--- src/rtl/arb_pkg.sv ---
// Shared types and defaults for the register-bank write-port arbiter.
// Provides the arbiter state enum and round-robin pointer arithmetic.
package arb_pkg;

    typedef enum logic {
        IDLE   = 1'b0,
        LOCKED = 1'b1
    } arb_state_t;

    localparam int NREQ_DEF    = 4;
    localparam int DW_DEF      = 16;
    localparam int AW_DEF      = 3;
    localparam int MAXLOCK_DEF = 8;

    function automatic int unsigned ptr_next(
        input int unsigned idx,
        input int unsigned n
    );
        return (idx + 1) % n;
    endfunction

endpackage

--- src/rtl/wr_port_arbiter_if.sv ---
// Requester/bank bundle around the shared register-bank write port.
// master = requester side, slave = arbiter side.
interface wr_port_arbiter_if
    import arb_pkg::*;
#(
    parameter int NREQ = NREQ_DEF,
    parameter int DW   = DW_DEF,
    parameter int AW   = AW_DEF
);

    logic [NREQ-1:0]    req;
    logic [NREQ*AW-1:0] waddr;
    logic [NREQ*DW-1:0] wdata;
    logic [NREQ-1:0]    lock;
    logic [NREQ-1:0]    gnt;
    logic               we;
    logic [AW-1:0]      wa;
    logic [DW-1:0]      wd;
    logic               busy;

    modport master (
        output req, waddr, wdata, lock,
        input  gnt, we, wa, wd, busy
    );

    modport slave (
        input  req, waddr, wdata, lock,
        output gnt, we, wa, wd, busy
    );

endinterface

--- src/rtl/rr_pick.sv ---
// Combinational rotate-priority picker: first set req at or after ptr,
// wrapping modulo NREQ.
module rr_pick #(
    parameter int NREQ = 4,
    parameter int PW   = $clog2(NREQ)
) (
    input  logic [NREQ-1:0] req,
    input  logic [PW-1:0]   ptr,
    output logic [NREQ-1:0] gnt,
    output logic [PW-1:0]   idx,
    output logic            any
);

    logic [2*NREQ-1:0] dbl;
    logic [NREQ-1:0]   rot;
    logic [PW-1:0]     off;
    logic [PW:0]       sum;

    always_comb begin
        dbl = {req, req} >> ptr;
        rot = dbl[NREQ-1:0];
        off = '0;
        any = |req;
        // downward scan so the lowest rotated offset wins
        for (int k = NREQ - 1; k >= 0; k--) begin
            if (rot[k]) off = PW'(k);
        end
        sum = {1'b0, ptr} + {1'b0, off};
        if (sum >= (PW+1)'(NREQ))
            idx = PW'(sum - (PW+1)'(NREQ));
        else
            idx = PW'(sum);
        gnt = '0;
        gnt[idx] = any;
    end

endmodule

--- src/rtl/wr_port_arbiter.sv ---
// Round-robin arbiter for the register-bank write port, registered write.
// ARB_LOCK_EN enables lock mode (LOCKED state, owner, lock_cnt, busy).
module wr_port_arbiter
    import arb_pkg::*;
#(
    parameter int NREQ    = NREQ_DEF,
    parameter int DW      = DW_DEF,
    parameter int AW      = AW_DEF,
    parameter int MAXLOCK = MAXLOCK_DEF
) (
    input  logic              clk,
    input  logic              rst,
    wr_port_arbiter_if.slave  bus
);

    localparam int PW = $clog2(NREQ);

    logic [PW-1:0]   ptr;
    logic [PW-1:0]   ptr_nxt;
    logic [PW-1:0]   pick_ptr;
    logic [NREQ-1:0] pick_gnt;
    logic [PW-1:0]   pick_idx;
    logic            pick_any;
    logic [NREQ-1:0] gnt;
    logic [PW-1:0]   g_idx;
    logic            g_any;

    logic            we;
    logic [AW-1:0]   wa;
    logic [DW-1:0]   wd;

    rr_pick #(
        .NREQ (NREQ),
        .PW   (PW)
    ) u_pick (
        .req (bus.req),
        .ptr (pick_ptr),
        .gnt (pick_gnt),
        .idx (pick_idx),
        .any (pick_any)
    );

`ifdef ARB_LOCK_EN

    localparam int CW = $clog2(MAXLOCK + 1);

    arb_state_t    state;
    arb_state_t    state_nxt;
    logic [PW-1:0] owner;
    logic [PW-1:0] owner_nxt;
    logic [CW-1:0] lock_cnt;
    logic [CW-1:0] cnt_nxt;
    logic [CW-1:0] cnt_inc;
    logic          hold;
    logic          take_pick;
    logic          busy;

    // on release the search restarts just past the owner
    always_comb begin
        pick_ptr = ptr;
        if (state == LOCKED)
            pick_ptr = PW'(ptr_next(32'(owner), NREQ));
    end

    always_comb begin
        state_nxt = state;
        owner_nxt = owner;
        cnt_nxt   = lock_cnt;
        ptr_nxt   = ptr;
        g_idx     = pick_idx;
        g_any     = 1'b0;
        take_pick = 1'b0;
        hold      = bus.req[owner] & bus.lock[owner];
        cnt_inc   = lock_cnt + 1'b1;
        unique case (state)
            IDLE: begin
                take_pick = 1'b1;
            end
            LOCKED: begin
                if (hold) begin
                    g_idx   = owner;
                    g_any   = 1'b1;
                    cnt_nxt = cnt_inc;
                    if (cnt_inc == CW'(MAXLOCK)) begin
                        state_nxt = IDLE;
                        cnt_nxt   = '0;
                        ptr_nxt   = PW'(ptr_next(32'(owner), NREQ));
                    end
                end else begin
                    state_nxt = IDLE;
                    cnt_nxt   = '0;
                    ptr_nxt   = pick_ptr;
                    take_pick = 1'b1;
                end
            end
        endcase
        // a same-cycle round-robin winner advances ptr past itself
        if (take_pick && pick_any) begin
            g_any   = 1'b1;
            g_idx   = pick_idx;
            ptr_nxt = PW'(ptr_next(32'(pick_idx), NREQ));
            if (bus.lock[pick_idx]) begin
                state_nxt = LOCKED;
                owner_nxt = pick_idx;
                cnt_nxt   = CW'(1);
            end
        end
        g_any = g_any & rst;
        gnt = '0;
        gnt[g_idx] = g_any;
    end

    always_ff @(posedge clk or negedge rst) begin
        if (!rst) begin
            state    <= IDLE;
            owner    <= '0;
            lock_cnt <= '0;
            busy     <= 1'b0;
        end else begin
            state    <= state_nxt;
            owner    <= owner_nxt;
            lock_cnt <= cnt_nxt;
            busy     <= (state_nxt == LOCKED);
        end
    end

    assign bus.busy = busy;

`else

    logic unused_lock;

    assign pick_ptr    = ptr;
    assign unused_lock = ^bus.lock;

    always_comb begin
        g_idx   = pick_idx;
        g_any   = pick_any & rst;
        ptr_nxt = ptr;
        if (pick_any)
            ptr_nxt = PW'(ptr_next(32'(pick_idx), NREQ));
        gnt = '0;
        gnt[g_idx] = g_any;
    end

    assign bus.busy = 1'b0;

`endif

    always_ff @(posedge clk or negedge rst) begin
        if (!rst) begin
            ptr <= '0;
            we  <= 1'b0;
            wa  <= '0;
            wd  <= '0;
        end else begin
            ptr <= ptr_nxt;
            we  <= g_any;
            if (g_any) begin
                wa <= bus.waddr[32'(g_idx)*AW +: AW];
                wd <= bus.wdata[32'(g_idx)*DW +: DW];
            end
        end
    end

    assign bus.gnt = gnt;
    assign bus.we  = we;
    assign bus.wa  = wa;
    assign bus.wd  = wd;

endmodule

--- src/flat_wrapper.sv ---
// flat-port wrapper written by rule: the top's interface ports become plain ports
module wr_port_arbiter_flat import arb_pkg::*;
#(
    parameter int NREQ    = NREQ_DEF,
    parameter int DW      = DW_DEF,
    parameter int AW      = AW_DEF,
    parameter int MAXLOCK = MAXLOCK_DEF
)
  (clk, rst, bus_req, bus_waddr, bus_wdata, bus_lock, bus_gnt, bus_we, bus_wa, bus_wd, bus_busy);
  wr_port_arbiter_if #(.NREQ(NREQ), .DW(DW), .AW(AW)) bus_i ();
  input  logic clk;
  input  logic rst;
  input wire logic [$bits(bus_i.req)-1:0] bus_req;
  input wire logic [$bits(bus_i.waddr)-1:0] bus_waddr;
  input wire logic [$bits(bus_i.wdata)-1:0] bus_wdata;
  input wire logic [$bits(bus_i.lock)-1:0] bus_lock;
  output wire logic [$bits(bus_i.gnt)-1:0] bus_gnt;
  output wire logic [$bits(bus_i.we)-1:0] bus_we;
  output wire logic [$bits(bus_i.wa)-1:0] bus_wa;
  output wire logic [$bits(bus_i.wd)-1:0] bus_wd;
  output wire logic [$bits(bus_i.busy)-1:0] bus_busy;
  assign bus_i.req = bus_req;
  assign bus_i.waddr = bus_waddr;
  assign bus_i.wdata = bus_wdata;
  assign bus_i.lock = bus_lock;
  assign bus_gnt = bus_i.gnt;
  assign bus_we = bus_i.we;
  assign bus_wa = bus_i.wa;
  assign bus_wd = bus_i.wd;
  assign bus_busy = bus_i.busy;
  wr_port_arbiter #(.NREQ(NREQ), .DW(DW), .AW(AW), .MAXLOCK(MAXLOCK)) u_core (.clk(clk), .rst(rst), .bus(bus_i));
endmodule
--- config.mk ---
export PLATFORM = sky130hd
export DESIGN_NAME = wr_port_arbiter_flat
export DESIGN_NICKNAME = d
export VERILOG_FILES = /design/src/rtl/arb_pkg.sv /design/src/rtl/wr_port_arbiter_if.sv /design/src/rtl/rr_pick.sv /design/src/rtl/wr_port_arbiter.sv /design/src/flat_wrapper.sv
export SDC_FILE = /design/constraint.sdc
export NUM_CORES = 1
export LEC_CHECK = 0
export ABC_CLOCK_PERIOD_IN_PS = 4400
export CORE_MARGIN = 3
export CORE_UTILIZATION = 41
export DETAILED_ROUTE_END_ITERATION = 8
export PLACE_DENSITY = 0.92
export SLEW_MARGIN = 20
export SYNTH_ARGS = -nofsm -noshare
export SYNTH_HDL_FRONTEND = slang
export SYNTH_SLANG_ARGS = --single-unit
--- constraint.sdc ---
create_clock -name clk -period 4.4 [get_ports clk]
set_clock_uncertainty 0.05 [all_clocks]
set_input_delay 0.66 -clock clk [delete_from_list [all_inputs] [get_ports clk]]
set_output_delay 0.66 -clock clk [all_outputs]
set_load 0.01 [all_outputs]
; ---- After elaboration in Yosys (flattened, before gate mapping)
; Index checks and enable logic that the tools add are counted.
; W data, S select, Z words.
[totals]
output_inout_bits = 25
regBits = 22
word_cells = 25
input_bits = 86
[op_classes]
bitwise_logic = 2
n_mux = 7
magnitude_cmp = 3
n_mul = 1
shifts = 3
reduce_logical = 2
n_addsub = 3
[op_table]
columns = cell, n
row1 = $shiftx A64 B7 Y16, 1
row2 = $shiftx A12 B5 Y3, 1
row3 = $mux W2, 5
row4 = $shr A8 B2 Y4, 1
row5 = $and A4 B4 Y4, 1
row6 = $mul A2 B2 Y4 const B, 1
row7 = $reduce_or A4 Y1, 1
row8 = $add A2 B2 Y3, 1
row9 = $ge A3 B3 Y1 const B, 1
row10 = $lt A2 B3 Y1 const B, 1
row11 = $add A2 B1 Y2 const B, 1
row12 = $demux W1 S2, 1
row13 = $ge A2 B1 Y1 const B, 1
row14 = $sub A2 B1 Y2 const B, 1
row15 = $and A1 B1 Y1, 1
row16 = $logic_and A1 B1 Y1, 1
row17 = $mux W1, 1

; ---- Longest topological paths before layout
[logic_depth]
ltp_word = 13
mapped_depth = 14
depth_no_buf = 9

; ---- Hierarchy
; A second synthesis with hierarchy kept.
[unflattened]
hier_cells = 124
area_unflattened_um2 = 1680.4
[modules_own_cells]
columns = mod, instances, area_per_inst_um2, seq_area_each_um2, cells_each
row1 = wr_port_arbiter, 1, 1353.8, 550.5, 82
row2 = rr_pick, 1, 326.6, 0.0, 42

; ---- Worst setup path after synthesis
; OpenSTA, ideal clock, no wires.
[synth_timing]
kind = register -> output
startpoint = register u_core.ptr[1], in the netlist u_core.pick_ptr[1]
endpoint = output port bus_gnt[3]
path_slack_ns = 0.710
path_stages_with_launch = 13
path_buffers = 6
required_time_ns = 3.690
t_arrival_ns = 2.980
path_cell_list = dfrtp_1 buf_2 clkbuf_1 clkbuf_1 o221ai_1 nand2_1 o221ai_1 ha_1 clkbuf_1 buf_2 buf_1 nand2_1 nor2b_1
[synth_via]
elab_chain_cells = 13
word_cells_on_any_way = 15
cone_classes = add/sub: 2 / order compare: 3 / shift: 1 / mux: 7 / bitwise: 1 / reduce/logical: 1
[synth_lines]
columns = element, line_no
row1 = start: declaration, wr_port_arbiter.sv:18  ; logic [PW-1:0] ptr;
row2 = start signal: assignment, wr_port_arbiter.sv:157  ; ptr <= ptr_nxt;
row3 = $shr A8 B2 Y4, rr_pick.sv:20  ; dbl = {req, req} >> ptr;
row4 = $mux W2 (4 in series), rr_pick.sv:26  ; if (rot[k]) off = PW'(k);
row5 = $add A2 B2 Y3 *, rr_pick.sv:28  ; sum = {1'b0, ptr} + {1'b0, off};
row6 = $ge A3 B3 Y1 or $sub A2 B1 Y2 (tied branches), "rr_pick.sv:29, rr_pick.sv:30"
row7 = $mux W2 *, rr_pick.sv:29  ; if (sum >= (PW+1)'(NREQ))
row8 = $lt A2 B3 Y1 (not written as such) or $ge A2 B1 Y1 (tied branches), wr_port_arbiter.sv:143  ; gnt[g_idx] = g_any;
row9 = $logic_and A1 B1 Y1 (not written as such), wr_port_arbiter.sv:143
row10 = $mux W1 (not written as such), wr_port_arbiter.sv:143
row11 = $demux W1 S2 *, --
row12 = $and A4 B4 Y4 (no source line) *, --
row13 = end: declaration, flat_wrapper.sv:17  ; output wire logic [$bits(bus_i.gnt)-1:0] bus_gnt;
; Every way passes the cells marked *; elsewhere a longest branch is shown, timed or not.

; ---- Worst setup path in the final report
[layout_timing]
startpoint = input port bus_req[1]
endpoint = output port bus_gnt[2]
[layout_via]
elab_chain_cells = 13
word_cells_on_any_way = 17
cone_classes = add/sub: 2 / order compare: 3 / shift: 1 / mux: 7 / bitwise: 2 / reduce/logical: 2
[layout_lines]
columns = element, line_no
row1 = start: declaration, flat_wrapper.sv:13  ; input wire logic [$bits(bus_i.req)-1:0] bus_req;
row2 = $shr A8 B2 Y4, rr_pick.sv:20
row3 = $mux W2 (4 in series), rr_pick.sv:26
row4 = $add A2 B2 Y3, rr_pick.sv:28
row5 = $ge A3 B3 Y1 or $sub A2 B1 Y2 (tied branches), "rr_pick.sv:29, rr_pick.sv:30"
row6 = $mux W2, rr_pick.sv:29
row7 = $lt A2 B3 Y1 (not written as such) or $ge A2 B1 Y1 (tied branches), wr_port_arbiter.sv:143
row8 = $logic_and A1 B1 Y1 (not written as such), wr_port_arbiter.sv:143
row9 = $mux W1 (not written as such), wr_port_arbiter.sv:143
row10 = $demux W1 S2, --
row11 = $and A4 B4 Y4 (no source line) *, --
; Marks and branches as above.

==> summary.txt <==
Setup path
  – CP Capture Type: primary output
  – CP Max Fanout: 9
  – Crit Path Category: primary input to primary output
  – Data required time of the critical path: 3.69 ns
  – Worst setup SP type: primary input
  – WP data arrival: 3.38 ns

Detailed routing
  – Antenna Nets Post-Route: 0
  – # DRC: 0
  – DR vias: 2,483
  – DRT iter0 DRCs: 177
  – Drt wl/cell: 17.0 um
  – First-pass DRT Iterations: 4
  – Via density: between 5 and 6
  – Routed WL: 7200 um

Synth
  – Async SR Flop Fraction: 100%
  – Post-Synth XOR/XNOR Area: 2.81%
  – Synth Area in Compound Gates: 23.1%
  – Cell area after synthesis: 2270 um^2
  – Yosys cell types: 44
  – Number of flops mapped to enable cells by yosys: 0
  – Post-synthesis sequential area ratio: 24.2%
  – Post-synthesis simple-gate area fraction: between 20% and 30%
  – Top-count cell post-synth: nand2_1
  – Net count after synthesis: around 350
  – Top cells by count, synth: nand2_1, mux2_2, dfrtp_1
  – Main combinational cell family by area after synthesis: compound AO/OA/AOI/OAI gates
  – Area contributors post-synth: dfrtp_1, mux2_2, nand2_1, mux2i_1, a221o_1
  – Post-Synth Adder-Cell Area: 0.550%
  – Synth Register Bits: 22
  – Post-synth top area cell: dfrtp_1
  – Synth warn: 0
  – Mux share of post-synthesis cell area: approximately a fifth
  – Main flop type after synthesis: dfrtp_1
  – Post-Synthesis Cells: 265
  – Syn_area_per_cell: 8.58 um^2
  – Area share of the largest cell type after synthesis: 24.2%

Power and ir drop
  – Net Sw Frac: between 40% and 50%
  – Sequential power share: 15.6%
  – Leak: 1.32 nW
  – Clock power share: around 5.5%
  – Logic gate share of total power: 78.9%
  – Pint: 0.00131 W
  – P per Cell Area: 708 nW/um^2
  – Maximum vdd ir drop: 0.497 mV
  – Sw Pwr: 0.00108 W

Clock tree
  – Post-CTS setup buffer count: 0
  – Reg clk slew, reported paths: 0.09 ns
  – CTS root buf: clkbuf_8
  – CTS resizes: 0
  – CTS tree: done
  – Worst-skew pair later-pin latency: 0.27 ns
  – Post-CTS Hold Fix Bufs: 0
  – Inserted Clock Buffers: 3
  – CTS Buffer Depth: 2
  – CTS sink cnt: 22
  – H-tree levels: 1

GRT
  – First-pass GRT wire length: 11,400 um
  – Gr ovfl total: 0
  – Initial antenna violation count: 0
  – GRT Total Usage: between 20% and 30%
  – Largest net degree at the start of global routing: 35
  – Vias in the first global route: 2,398

Run status
  – Status: finished clean

Min path
  – HP Class: flip-flop to flip-flop

Final layout
  – ANT cells: 0
  – Share of cells above drive strength 1: 14.4%
  – Layout area overhead: 48.5%
  – Nets: 443
  – Fin cells: 424
  – Utilization after layout: between 60% and 70%
  – Fillers: 446

Die
  – Die area: 6470 um^2
  – Row count: 26
  – Die X: 80.5 um
  – # IOs: 111
  – Die Y: 80.5 um
  – Placeable Area: 5240 um^2
  – Starting density of the core: 43.4%

STA
  – Min Hold Slack: about 0.54 ns
  – Final setup fails: 0
  – RSZ-0062 raised after global routing: false
  – Fin crit share: 93.0%
  – F_max: ~240 MHz
  – Slew headroom: between 30% and 40%
  – Fin. max-slew vios: 0
  – Tightest Pin Transition: a little over 0.9 ns
  – Min cycle time layout: 4.09 ns
  – Final hold violations: 0
  – Final TNS setup: 0 ns

Flow run
  – Max-Cap Viols: 0

Place
  – GP Congestion: 0.802
  – Detailed Place HPWL: 5250 um
  – DP Cell Count: 421
  – I/O Buffers: ~110
## power by group through the flow
stage                     registers, W  logic [W]  clock network [W]
after floorplan               0.000395    0.00131                  0
after global placement        0.000368    0.00182                  0
after detailed placement      0.000376    0.00187                  0
after CTS                     0.000372    0.00188           0.000133
after global routing          0.000388    0.00204           0.000140
final                         0.000373    0.00189           0.000132
## cell type report
class | instances | area, um^2 | area share (%)
Clock buffer | 3 | 41.3 | 1.22
Inverter | 2 | 7.51 | 0.222
Multi-Input combinational cell | 213 | 1570 | 46.5
Sequential cell | 22 | 551 | 16.3
Tap cell | 70 | 87.6 | 2.59
Timing Repair Buffer | 114 | 1120 | 33.1
## worst max-delay path: stages
cell	delay, ns
clkdlybuf4s50_1	0.58
and2b_1	0.23
a221o_1	0.29
nand2_1	0.06
o221ai_1	0.11
ha_2	0.27
xnor2_2	0.18
xnor2_2	0.23
nor3b_2	0.21
clkdlybuf4s50_1	0.56
## cell families (layout without fill, tap and decap cells)
logic type,Yosys count,in the layout
AND/OR/NAND/NOR,99,99
AO/OA/AOI/OAI,67,67
multiplexers,41,41
buffers and inverters,30,119
flip-flops,22,22
XOR/XNOR,4,4
adder cells (fa/ha/maj),1,1
other,1,1
## stage by stage
| stage | power [W] | cell area [um^2] | setup slack, ns |
|---|---|---|---|
| 2_1_floorplan | 0.00171 | 2270 | 0.710 |
| 6_report | 0.00239 | 3380 | 0.306 |
| 3_3_place_gp | 0.00219 | 3330 | 0.355 |
| 3_5_place_dp | 0.00224 | 3330 | 0.332 |
| 5_1_grt | 0.00257 | 3380 | 0.136 |
| 4_1_cts | 0.00238 | 3380 | 0.314 |
## cells in the final DEF, fill, tap and decap left out, drive strengths merged, types with 3 or more instances in the layout
| cell | n |
|---|---|
| clkbuf | 3 |
| a31oi | 20 |
| a221o | 13 |
| or2b | 6 |
| mux2i | 15 |
| dfrtp | 22 |
| o221ai | 9 |
| o41ai | 7 |
| nor2 | 7 |
| mux2 | 26 |
| nor2b | 3 |
| o21ai | 13 |
| nand2 | 40 |
| xnor2 | 3 |
| nor3 | 15 |
| clkdlybuf4s50 | 105 |
| nand3 | 12 |
| buf | 9 |
| nand2b | 8 |
## worst paths after layout
kind | from | to | slack, ns | depth (start not counted)
max in group asynchronous | rst | u_core.bus.wa[1] | 3.26 | 2
min in group asynchronous | rst | u_core.bus.wd[5] | 0.80 | 2
min reg2reg | u_core.bus.wd[9] | u_core.bus.wd[9] | 0.54 | 4
min | u_core.bus.wd[9] | u_core.bus.wd[9] | 0.54 | 4
max | bus_req[1] | bus_gnt[2] | 0.31 | 10
max reg2reg | u_core.pick_ptr[0] | u_core.bus.wd[0] | 1.10 | 10
## layer usage
layer  GRT usage [%]  part of all wire, %  wire (um)
met1            27.2                   39       2820
met2            37.6                   50       3590
met3            4.48                  9.9        712
met4            7.43                  1.0         74
met5               0                    0          0
## flip-flops by register name, summed over array words and instances, names as in the netlist
name and count:
u_core.bus.we 1, u_core.bus.wa 3, u_core.pick_ptr 2, u_core.bus.wd 16
(Power assumes the default switching activity.)
